[src/rtl/mips_ctrl_pkg.sv]
// Shared encodings for the multi-cycle MIPS control path: states, opcodes,
// ALU functions, mux selects and the bundled control-strobe struct.
package mips_ctrl_pkg;

    localparam logic [2:0] S_IF      = 3'b000;
    localparam logic [2:0] S_ID      = 3'b001;
    localparam logic [2:0] S_MEMADDR = 3'b010;
    localparam logic [2:0] S_MEM     = 3'b011;
    localparam logic [2:0] S_LWWB    = 3'b100;
    localparam logic [2:0] S_BR      = 3'b101;
    localparam logic [2:0] S_EXE     = 3'b110;
    localparam logic [2:0] S_WB      = 3'b111;

    localparam logic [5:0] OP_ADD  = 6'b000000;
    localparam logic [5:0] OP_SUB  = 6'b000001;
    localparam logic [5:0] OP_ADDI = 6'b000010;
    localparam logic [5:0] OP_OR   = 6'b010000;
    localparam logic [5:0] OP_AND  = 6'b010001;
    localparam logic [5:0] OP_ORI  = 6'b010010;
    localparam logic [5:0] OP_SLL  = 6'b011000;
    localparam logic [5:0] OP_SW   = 6'b110000;
    localparam logic [5:0] OP_LW   = 6'b110001;
    localparam logic [5:0] OP_BEQ  = 6'b110100;
    localparam logic [5:0] OP_BNE  = 6'b110101;
    localparam logic [5:0] OP_BLTZ = 6'b110110;
    localparam logic [5:0] OP_J    = 6'b111000;
    localparam logic [5:0] OP_JR   = 6'b111001;
    localparam logic [5:0] OP_JAL  = 6'b111010;
    localparam logic [5:0] OP_HALT = 6'b111111;

    localparam logic [2:0] ALU_ADD = 3'b000;
    localparam logic [2:0] ALU_SUB = 3'b001;
    localparam logic [2:0] ALU_OR  = 3'b010;
    localparam logic [2:0] ALU_AND = 3'b011;
    localparam logic [2:0] ALU_SLL = 3'b100;

    localparam logic [1:0] RD_RA = 2'b00;
    localparam logic [1:0] RD_RT = 2'b01;
    localparam logic [1:0] RD_RD = 2'b10;

    localparam logic [1:0] WB_ALU = 2'b00;
    localparam logic [1:0] WB_MEM = 2'b01;
    localparam logic [1:0] WB_PC4 = 2'b10;

    localparam logic [1:0] PC_PC4 = 2'b00;
    localparam logic [1:0] PC_BR  = 2'b01;
    localparam logic [1:0] PC_JR  = 2'b10;
    localparam logic [1:0] PC_J   = 2'b11;

    typedef struct packed {
        logic       pc_we;
        logic       ir_we;
        logic       reg_we;
        logic       mem_rd;
        logic       mem_wr;
        logic       alu_src_a;
        logic       alu_src_b;
        logic       ext_sel;
        logic [1:0] reg_dst;
        logic [1:0] wb_src;
        logic [1:0] pc_src;
        logic [2:0] alu_op;
    } ctrl_t;

    function automatic logic is_itype_alu(input logic [5:0] op);
        return (op == OP_ADDI) || (op == OP_ORI);
    endfunction

    // Anything not in the ALU table behaves as a plain R-type add.
    function automatic logic [2:0] alu_fn(input logic [5:0] op);
        case (op)
            OP_SUB:         return ALU_SUB;
            OP_OR, OP_ORI:  return ALU_OR;
            OP_AND:         return ALU_AND;
            OP_SLL:         return ALU_SLL;
            default:        return ALU_ADD;
        endcase
    endfunction

endpackage

[src/rtl/multicycle_control_unit_transition_checker.sv]
// Combinational legality check of a proposed state transition against the
// multi-cycle control graph.
module transition_checker
    import mips_ctrl_pkg::*;
#(
    parameter int ST_W = 3
) (
    input  logic [ST_W-1:0] state,
    input  logic [ST_W-1:0] next_state,
    output logic            legal
);

    always_comb begin
        legal = 1'b0;
        case (state)
            S_IF:      legal = (next_state == S_ID);
            S_ID:      legal = next_state inside {S_BR, S_MEMADDR, S_EXE, S_IF};
            S_EXE:     legal = (next_state == S_WB);
            S_MEMADDR: legal = (next_state == S_MEM);
            S_MEM:     legal = next_state inside {S_IF, S_LWWB};
            default:   legal = (next_state == S_IF); // BR, WB, LWWB
        endcase
    end

endmodule

[src/rtl/multicycle_control_unit.sv]
// Multi-cycle MIPS control unit: state register, opcode latch, transition
// guard, halt and Moore control strobes. Optional counters: PERF_CNT_EN.
module multicycle_control_unit
    import mips_ctrl_pkg::*;
#(
    parameter int OPC_W = 6,
    parameter int ST_W  = 3
) (
    input  logic             clk,
    input  logic             rst,
    input  logic [ST_W-1:0]  next_state,
    input  logic [OPC_W-1:0] ir_opcode,
    input  logic             zero,
    input  logic             sign,
    output logic [ST_W-1:0]  state,
    output logic [OPC_W-1:0] opcode,
    output logic             pc_we,
    output logic             ir_we,
    output logic             reg_we,
    output logic             mem_rd,
    output logic             mem_wr,
    output logic             alu_src_a,
    output logic             alu_src_b,
    output logic             ext_sel,
    output logic [1:0]       reg_dst,
    output logic [1:0]       wb_src,
    output logic [1:0]       pc_src,
    output logic [2:0]       alu_op,
    output logic             halted,
    output logic             illegal_trans
`ifdef PERF_CNT_EN
    ,
    output logic [31:0]      cycle_cnt,
    output logic [31:0]      instr_cnt
`endif
);

    logic  legal;
    ctrl_t c;

    transition_checker #(.ST_W(ST_W)) u_chk (
        .state      (state),
        .next_state (next_state),
        .legal      (legal)
    );

    always_ff @(posedge clk or posedge rst) begin
        if (rst) begin
            state         <= S_IF;
            opcode        <= '0;
            halted        <= 1'b0;
            illegal_trans <= 1'b0;
        end else begin
            illegal_trans <= 1'b0;
            if (halted) begin
                state <= S_IF;
            end else begin
                if (state == S_IF) opcode <= ir_opcode;
                if (state == S_ID && opcode == OP_HALT) begin
                    state  <= S_IF;
                    halted <= 1'b1;
                end else if (legal) begin
                    state <= next_state;
                end else begin
                    state         <= S_IF;
                    illegal_trans <= 1'b1;
                end
            end
        end
    end

    // Strobes are gated by rst so an aborted instruction never writes.
    always_comb begin
        c        = '0;
        c.alu_op = ALU_ADD;
        if (!rst && !halted) begin
            case (state)
                S_IF: begin
                    c.ir_we  = 1'b1;
                    c.mem_rd = 1'b1;
                end
                S_ID: begin
                    case (opcode)
                        OP_J: begin
                            c.pc_we  = 1'b1;
                            c.pc_src = PC_J;
                        end
                        OP_JR: begin
                            c.pc_we  = 1'b1;
                            c.pc_src = PC_JR;
                        end
                        OP_JAL: begin
                            c.pc_we   = 1'b1;
                            c.pc_src  = PC_J;
                            c.reg_we  = 1'b1;
                            c.reg_dst = RD_RA;
                            c.wb_src  = WB_PC4;
                        end
                        default: ;
                    endcase
                end
                S_EXE: begin
                    c.alu_src_b = is_itype_alu(opcode);
                    c.alu_src_a = (opcode == OP_SLL);
                    c.ext_sel   = (opcode == OP_ADDI);
                    c.alu_op    = alu_fn(opcode);
                end
                S_WB: begin
                    c.reg_we  = 1'b1;
                    c.reg_dst = is_itype_alu(opcode) ? RD_RT : RD_RD;
                    c.wb_src  = WB_ALU;
                    c.pc_we   = 1'b1;
                    c.pc_src  = PC_PC4;
                end
                S_BR: begin
                    c.alu_op = ALU_SUB;
                    c.pc_we  = 1'b1;
                    if ((opcode == OP_BEQ  &&  zero) ||
                        (opcode == OP_BNE  && !zero) ||
                        (opcode == OP_BLTZ &&  sign))
                        c.pc_src = PC_BR;
                end
                S_MEMADDR: begin
                    c.alu_src_b = 1'b1;
                    c.ext_sel   = 1'b1;
                    c.alu_op    = ALU_ADD;
                end
                S_MEM: begin
                    c.mem_rd = (opcode == OP_LW);
                    if (opcode == OP_SW) begin
                        c.mem_wr = 1'b1;
                        c.pc_we  = 1'b1;
                        c.pc_src = PC_PC4;
                    end
                end
                S_LWWB: begin
                    c.reg_we  = 1'b1;
                    c.reg_dst = RD_RT;
                    c.wb_src  = WB_MEM;
                    c.pc_we   = 1'b1;
                    c.pc_src  = PC_PC4;
                end
                default: ;
            endcase
        end
    end

    assign pc_we     = c.pc_we;
    assign ir_we     = c.ir_we;
    assign reg_we    = c.reg_we;
    assign mem_rd    = c.mem_rd;
    assign mem_wr    = c.mem_wr;
    assign alu_src_a = c.alu_src_a;
    assign alu_src_b = c.alu_src_b;
    assign ext_sel   = c.ext_sel;
    assign reg_dst   = c.reg_dst;
    assign wb_src    = c.wb_src;
    assign pc_src    = c.pc_src;
    assign alu_op    = c.alu_op;

`ifdef PERF_CNT_EN
    always_ff @(posedge clk or posedge rst) begin
        if (rst) begin
            cycle_cnt <= '0;
            instr_cnt <= '0;
        end else begin
            if (!halted) cycle_cnt <= cycle_cnt + 32'd1;
            if (pc_we)   instr_cnt <= instr_cnt + 32'd1;
        end
    end
`endif

endmodule

[config.mk]
export PLATFORM = sky130hd
export DESIGN_NAME = multicycle_control_unit
export DESIGN_NICKNAME = d
export VERILOG_FILES = /design/src/rtl/mips_ctrl_pkg.sv /design/src/rtl/multicycle_control_unit_transition_checker.sv /design/src/rtl/multicycle_control_unit.sv
export SDC_FILE = /design/constraint.sdc
export NUM_CORES = 1
export LEC_CHECK = 0
export BUFFER_PORTS_ARGS = -buffer_cell sky130_fd_sc_hd__buf_2
export CORE_MARGIN = 5
export CORE_UTILIZATION = 41
export DETAILED_ROUTE_END_ITERATION = 16
export PLACE_DENSITY = 0.76
export RECOVER_POWER = 50
export SYNTH_ARGS = -nofsm -noshare
export SYNTH_HDL_FRONTEND = slang
export SYNTH_HIERARCHICAL = 1
export SYNTH_SLANG_ARGS = --single-unit
[constraint.sdc]
create_clock -name clk -period 1.48 [get_ports clk]
set_input_delay 0 -clock clk [delete_from_list [all_inputs] [get_ports clk]]
set_output_delay 0 -clock clk [all_outputs]
set_load 0.01 [all_outputs]
==> impl_metrics.env <==
export IMPL_worstMarginPinSlew_ns=0.6083
export IMPL_via_per_inst=5.795
export IMPL_clock_fmax_ghz=0.6090
export IMPL_final_nets=197
export IMPL_drt_iter0_markers=41
export IMPL_placed_area_mm2=0.001197
export IMPL_cp_max_fo=6
export IMPL_slew_headroom_pct=59.45
export IMPL_seq_area_frac_synth_pct=31.43
export IMPL_syn_area_um2=875.8
export IMPL_dr_pass1_iters=4
export IMPL_dieWidth_um=56.22
export IMPL_grt_antenna_before_repair=0
export IMPL_arrival_ns=1.64
export IMPL_clk_pin_slew_ns=0.07
export IMPL_avgSynthCellArea_um2=8.263
export IMPL_io_buffers=40
export IMPL_postSynth_asyncResetShare_pct=100.0
export IMPL_gp_congestion=0.8561
export IMPL_tritoncts="done"
export IMPL_dieHeight_um=56.22
export IMPL_setup_slack_ns=-0.1621
export IMPL_initial_core_util_pct=43.75
export IMPL_endpoint_kind="output port"
export IMPL_violations="setup timing"
export IMPL_worstHoldPathType="input port to flop"
export IMPL_grt_max_degree=12
export IMPL_crit_required_ns=1.48
export IMPL_p_leak_nw=0.7651
export IMPL_clockRootBuffer="clkbuf_4"
export IMPL_synthToLayoutAreaGrowth_pct=82.29
export IMPL_antenna_cells=0
export IMPL_insertion_delay_ns=0.26
export IMPL_ys_seq_elements=11
export IMPL_ys_flop_type="dfrtp_1"
export IMPL_instances_no_fill=210
export IMPL_post_synth_top_area_cell="dfrtp_1"
export IMPL_status="finished with violations"
export IMPL_cts_made_buffers=3
export IMPL_core_area_mm2=0.002002
export IMPL_design_area_mm2=0.001597
export IMPL_rows=16
export IMPL_rsz0062_at_grt="yes"
export IMPL_skew_ns=0.003020
export IMPL_synthMostInstantiatedCell="nand2_1"
export IMPL_ios=41
export IMPL_htreeDepth=1
export IMPL_grtUsageTotal_pct=20.97
export IMPL_wl_per_cell_um=17.89
export IMPL_syn_nets=119
export IMPL_period_share_pct=111.0
export IMPL_synthTopCellsByCount="14 x nand2_1, 11 x dfrtp_1, 9 x nor2_1"
export IMPL_grt_pass1_wl_um=5264
export IMPL_clk_path_buf_depth=2
export IMPL_dp_cells=183
export IMPL_clkSinkCount=11
export IMPL_synth_warnings=6
export IMPL_yosysTopAreaCellShare_pct=31.43
export IMPL_synth_area_leaders="dfrtp_1 31%, nand2_1 6.0%, mux2_2 5.1%, nor3_1 4.0%, nor2_1 3.9%"
export IMPL_crit_type="flop to output port"
export IMPL_routed_wirelength_um=3756
export IMPL_dr_total_vias=1217
export IMPL_drtAntennaViolNets=0
export IMPL_synth_edf_count=0
export IMPL_netlist_instances=106
export IMPL_fin_crit_ns=1.642
export IMPL_max_cap_violations=0
export IMPL_route_detailed_drc=0
export IMPL_max_vdd_ir_drop_mv=0.8214
export IMPL_die_area_mm2=0.003161
export IMPL_gr_total_overflow=0
export IMPL_synth_cell_types=36
export IMPL_grt_pass1_vias=1170
export IMPL_dpl_hpwl_um=2096
export IMPL_drive_gt1_share_pct=57.92
export IMPL_cp_start_kind="flop"
export IMPL_power_density_mw_per_mm2=920.6
export IMPL_finalSetupViolations=17
export IMPL_final_max_slew_viol_count=0
export IMPL_finalHoldViolCount=0
export IMPL_finalPower_mw=1.470
[logic make-up after synthesis]
kind of cell / share of synthesized area [%]
multiplexers: 5.142
AO/OA/AOI/OAI: 15.86
XOR/XNOR: 2.000
flip-flops: 31.43
AND/OR/NAND/NOR: 40.28
buffers and inverters: 5.286
[per-layer routing]
layer  track usage [%]  share of wire (%)
met4             12.20                4.1
met1             23.87                 38
met3             4.176                6.7
met5                 0                  0
met2             35.89                 51
[where the power goes]
part	internal, mW	switching, mW	leakage, nW
Clock	0.104	0.0933	0.0150
Sequential	0.362	0.121	0.125
Combinational	0.406	0.383	0.625
Total	0.872	0.598	0.765
[placed cells by master, fill, tap and decap left out, types with 2 or more instances in the layout]
cell type / Yosys / final
nor2b_1: 3 / 2
a21oi_1: 6 / 4
nor3_4: 0 / 2
nand2b_1: 3 / 3
o21ai_0: 3 / 2
and3_1: 4 / 4
nand4_1: 2 / 2
clkbuf_4: 0 / 3
a41oi_2: 1 / 2
nor3_1: 7 / 4
buf_4: 1 / 22
nor4_4: 1 / 2
dlygate4sd3_1: 0 / 7
dfrtp_2: 0 / 8
a21oi_2: 0 / 2
buf_6: 0 / 7
and3b_1: 2 / 2
clkbuf_1: 0 / 4
inv_1: 5 / 5
nand2_1: 14 / 14
nor4_2: 1 / 2
nor2_1: 9 / 8
and2_4: 0 / 2
mux2_4: 0 / 4
nor4_1: 4 / 2
xor2_1: 2 / 2
dfrtp_1: 11 / 3
buf_2: 4 / 38
[cell type report]
class | instances | area [um^2]
inverter | 5 | 18.77
clock buffer | 4 | 26.28
multi-input combinational | 85 | 701.9
sequential | 11 | 285.3
tap | 27 | 33.78
timing repair buffer | 78 | 530.5
fill | 125 | 405.4
[state kept, by name, indices dropped and copies added (netlist names)]
signal and cells:
halted 1, illegal_trans 1, state 3, opcode 6
[what timing repair did]
item,in CTS,in global routing
hold endpoints to repair,17,0
pin swaps,5,14
hold buffers,7,0
buffers inserted,15,2
gates resized for setup,16,29
setup endpoints to repair,21,25
[worst max-delay path, stage by stage (launching register included)]
cell and delay (ns):
dfrtp_2 0.48, nor4_4 0.29, buf_4 0.16, nand4bb_1 0.16, a21oi_2 0.16, buf_2 0.14
[path summary, 6_finish.rpt]
path | start | end | slack [ns] | depth (start not counted)
max | opcode[2]$_DFFE_PP0P_ | pc_we | -0.16 | 5
min reg2reg | opcode[4]$_DFFE_PP0P_ | opcode[4]$_DFFE_PP0P_ | 0.66 | 2
min in group asynchronous | rst | opcode[5]$_DFFE_PP0P_ | 0.62 | 4
max in group asynchronous | rst | state[0]$_DFF_PP0_ | 0.42 | 4
max reg2reg | state[0]$_DFF_PP0_ | state[2]$_DFF_PP0_ | -0.14 | 6
min | next_state[2] | state[2]$_DFF_PP0_ | 0.1 | 2
[metrics by stage]
stage                     utilization, %  hold WS [ns]  setup slack [ns]  TNS [ns]
after floorplan                        -       -0.1427           0.01891         0
after global placement             59.81       0.06482           0.01464         0
after detailed placement           59.81       0.06515           -0.1183   -0.3934
after CTS                          73.19       0.06061           -0.1327    -1.053
after global routing               79.75       0.08017           -0.2500    -2.992
final                              79.75       0.09529           -0.1621    -1.550
(Power assumes the default switching activity.)
